===== config.mk =====
export PLATFORM = sky130hd
export DESIGN_NAME = i2s_tx_fifo
export DESIGN_NICKNAME = d
export VERILOG_FILES = /design/src/rtl/i2s_pkg.sv /design/src/rtl/i2s_sample_ram.sv /design/src/rtl/i2s_tx_fifo.sv
export SDC_FILE = /design/constraint.sdc
export NUM_CORES = 1
export LEC_CHECK = 0
export ABC_AREA = 0
export CAP_MARGIN = 20
export CORE_ASPECT_RATIO = 0.7
export CORE_MARGIN = 4
export CORE_UTILIZATION = 50
export CTS_CLUSTER_SIZE = 16
export DETAILED_ROUTE_END_ITERATION = 12
export GPL_TIMING_DRIVEN = 0
export PLACE_DENSITY = 0.65
export SYNTH_ARGS = -nofsm -noshare
export SYNTH_HDL_FRONTEND = slang
export SYNTH_SLANG_ARGS = --single-unit

===== constraint.sdc =====
create_clock -name clk -period 14.6 [get_ports clk]
set_input_delay 1.46 -clock clk [delete_from_list [all_inputs] [get_ports clk]]
set_output_delay 1.46 -clock clk [all_outputs]
set_load 0.005 [all_outputs]

===== src/rtl/i2s_pkg.sv =====
// i2s_pkg: shared stereo sample type and transmit FIFO state encoding
package i2s_pkg;
  localparam int I2S_DW = 24;
  typedef struct packed {logic [I2S_DW-1:0] l, r;} stereo_t;
  typedef enum logic {FILL, RUN} txfifo_state_t;
endpackage


===== src/rtl/i2s_sample_ram.sv =====
// i2s_sample_ram: simple dual-port RAM, one write port and one registered read port
// Ports: clk; we/waddr/wdata write port; re/raddr read request; rdata registered read data (holds when re=0)
module i2s_sample_ram #(
  parameter int W     = 48,
  parameter int DEPTH = 16,
  parameter int AW    = $clog2(DEPTH)
) (
  input  logic          clk,
  input  logic          we,
  input  logic [AW-1:0] waddr,
  input  logic [W-1:0]  wdata,
  input  logic          re,
  input  logic [AW-1:0] raddr,
  output logic [W-1:0]  rdata
);
  logic [W-1:0] mem [DEPTH];
  always_ff @(posedge clk) begin
    if (we) mem[waddr] <= wdata;
    if (re) rdata <= mem[raddr];
  end
endmodule


===== src/rtl/i2s_tx_fifo.sv =====
// i2s_tx_fifo: primed stereo sample FIFO feeding the i2s transmitter, with underflow muting
// Ports: clk, rst (sync, active-high); s_ldata/s_rdata/s_valid/s_ready write stream;
//        tx_rd_en request in, tx_ldata/tx_rdata/tx_rd_valid response (latency 1);
//        level, almost_empty status; underflow/overflow 1-cycle pulses.
// Build option: define I2S_TX_FIFO_HOLD_EN to repeat the last served pair on underflow
//               instead of muting to zero.
module i2s_tx_fifo
  import i2s_pkg::*;
#(
  parameter int DW           = I2S_DW,
  parameter int DEPTH        = 16,
  parameter int PRIME_LEVEL  = 4,
  parameter int AEMPTY_LEVEL = 2,
  localparam int AW = $clog2(DEPTH),
  localparam int LW = $clog2(DEPTH) + 1
) (
  input  logic          clk,
  input  logic          rst,
  input  logic [DW-1:0] s_ldata,
  input  logic [DW-1:0] s_rdata,
  input  logic          s_valid,
  output logic          s_ready,
  input  logic          tx_rd_en,
  output logic [DW-1:0] tx_ldata,
  output logic [DW-1:0] tx_rdata,
  output logic          tx_rd_valid,
  output logic [LW-1:0] level,
  output logic          almost_empty,
  output logic          underflow,
  output logic          overflow
);
  txfifo_state_t   state;
  logic [AW-1:0]   wr_ptr, rd_ptr;
  logic [2*DW-1:0] ram_q;
  logic            out_zero;
  logic            accept, served;
  assign s_ready      = level != LW'(DEPTH);
  assign almost_empty = level <= LW'(AEMPTY_LEVEL);
  assign accept       = s_valid && s_ready;
  assign served       = tx_rd_en && state == RUN && level != '0 && !rst;
  // The RAM read register holds between requests; out_zero masks it to zero after
  // reset (RAM contents are not reset) and, in the mute build, after an underflow.
  assign {tx_ldata, tx_rdata} = out_zero ? '0 : ram_q;
  i2s_sample_ram #(.W(2*DW), .DEPTH(DEPTH)) u_ram (
    .clk   (clk),
    .we    (accept && !rst),
    .waddr (wr_ptr),
    .wdata ({s_ldata, s_rdata}),
    .re    (served),
    .raddr (rd_ptr),
    .rdata (ram_q)
  );
  always_ff @(posedge clk) begin
    if (rst) begin
      state       <= FILL;
      wr_ptr      <= '0;
      rd_ptr      <= '0;
      level       <= '0;
      out_zero    <= 1'b1;
      tx_rd_valid <= 1'b0;
      underflow   <= 1'b0;
      overflow    <= 1'b0;
    end else begin
      tx_rd_valid <= served;
      underflow   <= tx_rd_en && !served;
      overflow    <= s_valid && !s_ready;
      if (accept) wr_ptr <= wr_ptr + 1'b1;
      if (served) rd_ptr <= rd_ptr + 1'b1;
      level <= level + LW'(accept) - LW'(served);
`ifdef I2S_TX_FIFO_HOLD_EN
      if (served) out_zero <= 1'b0;
`else
      if (tx_rd_en) out_zero <= !served;
`endif
      state <= state == FILL ? (level >= LW'(PRIME_LEVEL) ? RUN : FILL)
                             : (tx_rd_en && !served ? FILL : RUN);
    end
  end
endmodule


==> qor.csv, run 1 <==
metric,value,unit
antenna_left,0,
core,0.0634,mm2
remaining_drc_errors,0,
wirelength,71700,um
period_needed,4.63,ns
cts_max_path_buffers,3,
hold_path.class,reg -> reg,
clock_latency,0.62,ns
setup_tns,0,ns
tightest_slew,1.07,ns
grt_pass1_vias,16300,
synth_top_family_by_area,multiplexers,
skew,0.0188,ns
post_synth_fa_ha_maj_area_fraction,0.607,%
antenna_found_initial,0,
seqPwrFrac,52.5,%
cts_root_buffer,clkbuf_16,
cts_hold_buf,0,
overflow,0,
nNetsFinal,1903,
p_switching,0.00113,W
cts_resized,0,
swShare,21.9,%
grt_max_degree,26,
fp.dieW,311,um
post_dp_cell_area,0.0351,mm2
min_path_cells,1,
fin_area,0.0376,mm2
synth_warnings,0,
cp.required,13.14,ns
h-tree-depth,3,
ys_ff_latch,834,
max_freq,216,MHz
yosys.area_share.simple,2.43,%
hold_viol,0,
critPathArrivalTime,3.17,ns
slew_headroom,28.5,%
cp-end-kind,output pin,
ys_seq_area_share,77.3,%
max-cap-violations,0,
clk_pin_slew,0.06,ns
power,0.00517,W
synth_cells,1605,
dieArea,0.0685,mm2
synthMuxAreaShare,12.7,%
cts_tree,done,
worstPathMaxFanout,10,
num_io_pins,110,
grt_usage,21.1,%
dp_hpwl,47000,um
grt_setup_unrepaired,false,
area_delta_synth_final,17.0,%
yosysUniqueCellTypes,38,
mostFrequentLayoutCells,"edfxtp_1, mux2i_1, clkdlybuf4s50_1",
postCtsSetupRepairBufs,0,
setup_viol,0,
power_density,137,mW/mm2
portBuffers,108,
rr_worst_depth,12,
numClockSinks,834,
n_antenna_cell,0,
die_y,220,um
slew_violations,0,
crit_start,out_zero,
avgSynthCellArea,20.0,um2
fp-row-count,77,
ir_drop,0.0873,mV
comb_power_share,9.1,%
min_from,state,
r2r_slack,11.21,ns
cts_buffers,78,
grt_pass1_wl,106000,um
fin_ws,9.97,ns
routedWlPerCell,26.3,um
p_int,0.00404,W
crit_type,reg -> out,
vias_per_cell,5.90,
synth_area,0.0322,mm2
dr.first_iter.drc_count,1751,
drtPass1Iterations,7,
fin_crit_sh,31.7,%
vias,16100,
status,"complete, no violations",
holdWs,0.504,ns
start_util,50.7,%
gp_congestion,0.736,
synth_xor_area_share,0.218,%
mostFrequentLayoutCell,edfxtp_1,
place_ws,10.02,ns
r2r-end,level[4],
synth_compound_area_share,5.13,%
layout-drive-gt1-share,17.9,%
worst_setup_path_start_kind,register,
syn_nets,1672,
leakagePower,11.6,nW
r2r_start,level[2],
p_clk_share,38.4,%
holdPathEnd,state,
-- critical path, stage by stage (launching register included) --
cell	delay [ns]
dfxtp_1	0.48
clkbuf_1	0.75
clkbuf_1	0.64
nor2b_1	0.19
clkdlybuf4s50_1	0.49
-- worst max-delay path by stage --
stage / to / slack [ns] / cells after the start
after global placement: u_ram.mem[1][25] / 4.44 / 4
after CTS: tx_ldata[13] / 9.83 / 4
after detailed placement: level[4] / 10.02 / 11
final: tx_ldata[13] / 9.97 / 4
after floorplan: u_ram.mem[0][0] / 8.80 / 4
after global routing: tx_ldata[13] / 9.84 / 4
-- routing by layer --
metal	wire length [um]	global-route usage [%]	up-vias
li1	-	-	7077
met1	32500	30.9	8395
met2	33300	33.4	515
met3	4370	3.78	113
met4	1520	5.21	0
met5	0	0	-
-- through the flow --
| step | utilization (%) | instances |
|---|---|---|
| final | 59.3 | 2728 |
| after detailed placement | 55.4 | 2585 |
| after floorplan | - | 1605 |
| after global routing | 59.3 | 2728 |
| after global placement | 54.1 | 2542 |
| after CTS | 59.3 | 2728 |
-- Yosys cell counts (all sizes together) --
library cell	n	area, um2
a21oi	5	25.0
xnor2	4	35.0
nand4bb	1	11.3
ha	14	175
xor2	4	35.0
nor3	5	25.0
edfxtp	816	24500
nor2	23	86.3
buf	51	323
and3	1	6.26
fa	1	20.0
nand2b	3	18.8
nand3b	1	7.51
nor2b	52	325
or3	1	6.26
mux2i	192	1920
mux4	96	2160
a311oi	1	8.76
o41ai	1	8.76
and2	1	6.26
dfxtp	18	360
clkbuf	40	150
a22oi	48	360
nand2	57	214
a221oi	96	985
o21ai	51	255
o21bai	1	7.51
and3b	1	8.76
nand3	4	20.0
nor4b	2	23.8
inv	11	41.3
nor3b	3	22.5
-- state kept, by name (all words and copies together) (netlist names), 4 cells and up --
| name | cells |
|---|---|
| level | 5 |
| wr_ptr | 4 |
| u_ram.mem | 768 |
| u_ram.rdata | 48 |
| rd_ptr | 4 |
-- layout make-up --
class,instances,area (um2)
plain buffers,91,473
clock buffers,100,2150
clock inverters,43,347
fillers,4613,25800
inverters,11,41.3
multi-input cells,669,6900
flip-flops and latches,834,24900
well taps,829,1040
repair buffers,151,1810
-- cells by family (layout without fill, tap and decap cells) --
family / count (synthesis) / in the layout
buf+inv: 102 / 396
flops: 834 / 834
simple gates: 155 / 155
xor+xnor: 8 / 8
fa+ha+maj: 15 / 15
mux: 288 / 288
compound gates: 203 / 203
-- power by group through the flow --
stage,Clock [W],Combinational [W],Sequential (W)
floorplan,0,0.000286,0.00276
global placement,0,0.000446,0.00277
detailed placement,0,0.000474,0.00276
CTS,0.00202,0.000477,0.00271
global route,0.00213,0.000510,0.00271
finish,0.00199,0.000469,0.00271
(Power assumes the default switching activity.)
==> run 2, diff against run 1 <==
clock period = 4.6 ns   (was 14.6 ns; I/O delays follow)
==> run 2 against run 1 <==
  * Cell count shrank 0.15%
  * Worst setup slack lost 9.0 ns
  * Count of clock-buffer cells in the layout increased by 6
  * Sequential power grew to 3.2 times the previous value
  * Combinational power rose to 3.2 times the previous value
  * Flip-flop and latch count unchanged
  * Critical endpoint is now tx_ldata[7]
==> qor.csv, run 2 (synthesis gave the netlist of run 1 again) <==
metric,value,unit
postCtsSetupRepairBufs,0,
h-tree-depth,3,
multi_input_area,0.00692,mm2
largest-register,u_ram.mem,
slew_headroom,34.8,%
slew_violations,0,
fp.dieW,311,um
skew,0.0239,ns
max_freq,278,MHz
core,0.0634,mm2
period_needed,3.60,ns
p_int,0.0128,W
cp.required,4.14,ns
clk_pin_slew,0.06,ns
largestRegisters,"u_ram.mem (768), u_ram.rdata (48), level (5)",
comb_power_share,9.2,%
grt_pass1_wl,107000,um
max-cap-violations,0,
critPathArrivalTime,3.14,ns
routedWlPerCell,26.5,um
nNetsFinal,1895,
power_density,436,mW/mm2
overflow,0,
fp-row-count,77,
num_io_pins,110,
grt_max_degree,27,
ir_drop,0.287,mV
gp_congestion,0.743,
worstPathMaxFanout,10,
cts_hold_buf,0,
leakagePower,11.6,nW
path_delay_family,buffers and inverters,
place_ws,1.15,ns
antenna_found_initial,5,
cts_buffers,79,
num-fill-cells,4485,
mostFrequentLayoutCells,"edfxtp_1, mux2i_1, clkdlybuf4s50_1",
dieArea,0.0685,mm2
hold_viol,0,
dr.first_iter.drc_count,1588,
numClockSinks,834,
cpPeakStageDelay,0.70,ns
regArea,0.0249,mm2
portBuffers,108,
cts_root_buffer,clkbuf_16,
swShare,21.9,%
post_dp_cell_area,0.0352,mm2
fin_area,0.0377,mm2
p_switching,0.00360,W
vias_per_cell,5.91,
tightest_slew,0.975,ns
largest_reg_flops,768,
setup_viol,0,
crit_type,reg -> out,
worst-path-buf-inv,3,
cp-end-kind,output pin,
fin_crit_sh,78.2,%
layout-drive-gt1-share,17.3,%
drtPass1Iterations,5,
cts_tree,done,
hold_path.class,in -> reg,
status,"complete, no violations",
slowest_stage,clkbuf_1,
mostFrequentLayoutCell,edfxtp_1,
die_y,220,um
dp_hpwl,47000,um
antenna_left,0,
cts_resized,0,
worst_setup_path_start_kind,register,
area_delta_synth_final,17.3,%
cts_max_path_buffers,3,
vias,16100,
grt_pass1_vias,16400,
worstPathCellList,clkbuf_1 > clkbuf_1 > nor2b_1 > clkdlybuf4s50_1,
seqPwrFrac,52.3,%
wirelength,72100,um
grt_setup_unrepaired,false,
fin_ws,1.00,ns
crit_top_cell,clkbuf_1,
start_util,50.7,%
grt_usage,21.2,%
p_clk_share,38.5,%
remaining_drc_errors,0,
clock_latency,0.62,ns
-- run 2: changes by cell type in the layout (fill, tap and decap cells not counted), moves of 2 or more --
cell | previous run | this run
inv_6 | 2 | 4
nor3_4 | 0 | 4
nor3_2 | 4 | 0
clkbuf_1 | 55 | 62
buf_8 | 0 | 4
clkbuf_8 | 3 | 1
buf_4 | 19 | 13
buf_16 | 9 | 15
clkinv_1 | 17 | 14
clkinv_2 | 15 | 10
buf_6 | 20 | 6
diode_2 | 0 | 4
-- run 2: path summary, 6_finish.rpt --
| kind | depth (start not counted) | startpoint | endpoint | slack [ns] |
|---|---|---|---|---|
| min | 2 | rst | level[1] | 0.29 |
| max | 4 | out_zero | tx_ldata[7] | 1.00 |
| max reg2reg | 12 | level[2] | level[4] | 1.14 |
| min reg2reg | 1 | state | state | 0.52 |
-- run 2: cell type report --
class / count / area share (%)
flip-flops and latches: 834 / 65.9
multi-input cells: 669 / 18.4
clock buffers: 106 / 5.76
repair buffers: 142 / 4.92
well taps: 829 / 2.75
plain buffers: 91 / 1.25
clock inverters: 38 / 0.879
inverters: 11 / 0.109
diodes: 4 / 0.0265
-- run 2: per-stage QoR --
step           TNS (ns)  power, W  std cells  hold WS [ns]  utilization (%)
6_report              0    0.0164       2724         0.286             59.5
5_1_grt               0    0.0171       2724         0.282             59.5
4_1_cts               0    0.0166       2720         0.250             59.5
3_5_place_dp          0    0.0103       2576         0.505             55.5
3_3_place_gp   -1145.86    0.0102       2542         0.486             54.1
2_1_floorplan         0   0.00967       1605         0.465                -
-- run 2: layer usage --
layer,vias up,GRT usage (%),part of all wire [%]
li1,7074,-,-
met1,8392,31.3,46
met2,552,32.9,46
met3,87,4.22,6.3
met4,0,5.37,1.8
met5,-,0,0
-- run 2: worst register-to-register path, stage by stage, from the launching register on --
cell and delay [ns]:
dfxtp_1 0.36, inv_1 0.12, ha_1 0.20, nor4b_2 0.73, nor2_4 0.31, ha_1 0.38, inv_1 0.04, ha_1 0.20
fa_1 0.44, nand2b_1 0.10, a21oi_1 0.08, or3_1 0.31, a21oi_1 0.14
-- run 2: power groups by stage --
stage	clock (W)	sequential [W]	combinational [W]
5_1_grt	0.00680	0.00862	0.00164
4_1_cts	0.00644	0.00861	0.00153
2_1_floorplan	0	0.00876	0.000910
3_3_place_gp	0	0.00878	0.00141
3_5_place_dp	0	0.00877	0.00152
6_report	0.00633	0.00861	0.00151
==> run 3, diff against run 2 <==
PLACE_DENSITY = 0.68   (was 0.65)
clock period = 3.02 ns   (was 4.6 ns; I/O delays follow)
==> run 3 against run 2 <==
  * Count of clock-buffer cells in the layout down 15
  * Utilization about the same
  * Via count up 0.78%
  * Die area unchanged
  * Global-route usage down 0.21 points
  * Cell count up 0.33%
  * Largest power group unchanged
==> qor.csv, run 3 (synthesis gave the netlist of run 1 again) <==
metric,value,unit
holdWs,0.377,ns
largestRegisters,"u_ram.mem (768), u_ram.rdata (48), level (5)",
grt_usage,20.9,%
dieArea,0.0685,mm2
tightest_slew,0.949,ns
fin_crit_sh,92.8,%
slew_violations,0,
cpPeakStageDelay,0.68,ns
cts_buffers,76,
grt_max_degree,27,
mostFrequentLayoutCells,"edfxtp_1, mux2i_1, clkdlybuf4s50_1",
dp_cells,2579,
overflow,0,
seqPwrFrac,53.6,%
crit_type,reg -> reg,
num-fill-cells,4508,
power_density,648,mW/mm2
dp_hpwl,47000,um
fp-row-count,77,
mostFrequentLayoutCell,edfxtp_1,
worstPathCellList,inv_1 > ha_2 > nand4bb_1 > clkbuf_2 > and3b_1 > nand2_1 > nor2_4 > buf_12,
gp_congestion,0.745,
grt_pass1_wl,106000,um
h-tree-depth,3,
nNetsFinal,1914,
grt_pass1_vias,16400,
cp.required,3.31,ns
clk_pin_slew,0.06,ns
worst_setup_path_start_kind,register,
remaining_drc_errors,0,
p_switching,0.00535,W
hold_path.class,in -> reg,
dr.first_iter.drc_count,1562,
ir_drop,0.560,mV
routedWlPerCell,26.2,um
leakagePower,11.6,nW
slowest_stage,nor2_4,
worstPathMaxFanout,19,
drtPass1Iterations,5,
cts_tree,done,
area_delta_synth_final,17.3,%
critPathArrivalTime,3.09,ns
regArea,0.0249,mm2
cts_max_path_buffers,3,
swShare,21.9,%
post_dp_cell_area,0.0353,mm2
skew,0.0259,ns
setup_viol,0,
slew_headroom,36.8,%
max-cap-violations,0,
core,0.0634,mm2
vias_per_cell,5.94,
largest_reg_flops,768,
largest-register,u_ram.mem,
max_freq,357,MHz
cts_root_buffer,clkbuf_16,
hold_viol,0,
grt_setup_unrepaired,false,
die_y,220,um
num_io_pins,110,
portBuffers,108,
fp.dieW,311,um
power,0.0245,W
start_util,50.7,%
p_clk_share,36.8,%
clock_latency,0.61,ns
status,"complete, no violations",
comb_power_share,9.6,%
antenna_left,0,
multi_input_area,0.00695,mm2
vias,16200,
p_int,0.0191,W
cp-end-kind,register,
fin_area,0.0377,mm2
final_cells,2733,
period_needed,2.80,ns
numClockSinks,834,
layout-drive-gt1-share,18.2,%
antenna_found_initial,3,
wirelength,71600,um
[run 3: cell types whose count changed in the layout (fill, tap and decap cells not counted), sizes merged]
| cell | change |
|---|---|
| bufinv | -1 |
| clkbuf | -16 |
| clkinv | +5 |
| inv | -3 |
| clkinvlp | +2 |
| buf | +21 |
| nor2 | +1 |
| diode | -1 |
| dlygate4sd3 | +1 |
[run 3: worst max-delay path: cells and delay by family, from the launching register on]
kind                     cells  cell delay, ns
flip-flops                   1            0.37
buffers and inverters        3            0.56
adder cells (fa/ha/maj)      1            0.21
AND/OR/NAND/NOR              4            1.30
[run 3: power groups by stage]
stage / registers, W / clock network [W] / logic (W)
2_1_floorplan: 0.0133 / 0 / 0.00141
3_3_place_gp: 0.0134 / 0 / 0.00216
3_5_place_dp: 0.0134 / 0 / 0.00232
4_1_cts: 0.0131 / 0.00916 / 0.00235
5_1_grt: 0.0131 / 0.00967 / 0.00255
6_report: 0.0131 / 0.00899 / 0.00235
[run 3: path summary, 6_finish.rpt]
check	from	end	slack, ns	cells past startpoint
hold / removal	tx_rd_en	underflow	0.38	2
setup reg to reg	level[2]	u_ram.mem[10][22]	0.22	8
hold reg to reg	state	state	0.50	1
setup / recovery	level[2]	u_ram.mem[10][22]	0.22	8
[run 3: timing repair]
| action | in CTS | in global routing |
|---|---|---|
| setup buffers | 8 | 10 |
| gates cloned | 0 | 1 |
| resized for setup | 1 | 2 |
| endpoints found under the hold margin | 7 | 0 |
| endpoints found under the setup margin | 94 | 72 |
| pin swaps | 5 | 6 |
| hold buffers | 1 | 0 |
[run 3: per-stage QoR]
step                setup slack [ns]  util, %  setup TNS (ns)
floorplan                    -0.0103        -           -2.43
global placement               -1.57     54.2        -1068.07
detailed placement            -0.268     55.7           -1.20
CTS                          0.00137     59.3               0
global route                  0.0512     59.5               0
finish                         0.218     59.5               0
[run 3: cell type report]
type	count	share of cell area [%]
buffer	90	1.26
tap	829	2.75
clock buffer	91	5.25
timing repair buffer	164	5.54
multi-input combinational	670	18.4
inverter	11	0.109
clock inverter	41	0.786
sequential	834	65.9
antenna	3	0.0199
[run 3: per-layer routing]
| metal | track usage [%] | share of wire [%] | up-vias |
|---|---|---|---|
| met3 | 4.07 | 7.1 | 88 |
| met1 | 31.3 | 45 | 8440 |
| li1 | - | - | 7110 |
| met4 | 3.93 | 1.5 | 2 |
| met2 | 32.9 | 47 | 591 |
| met5 | 0 | 0.024 | - |
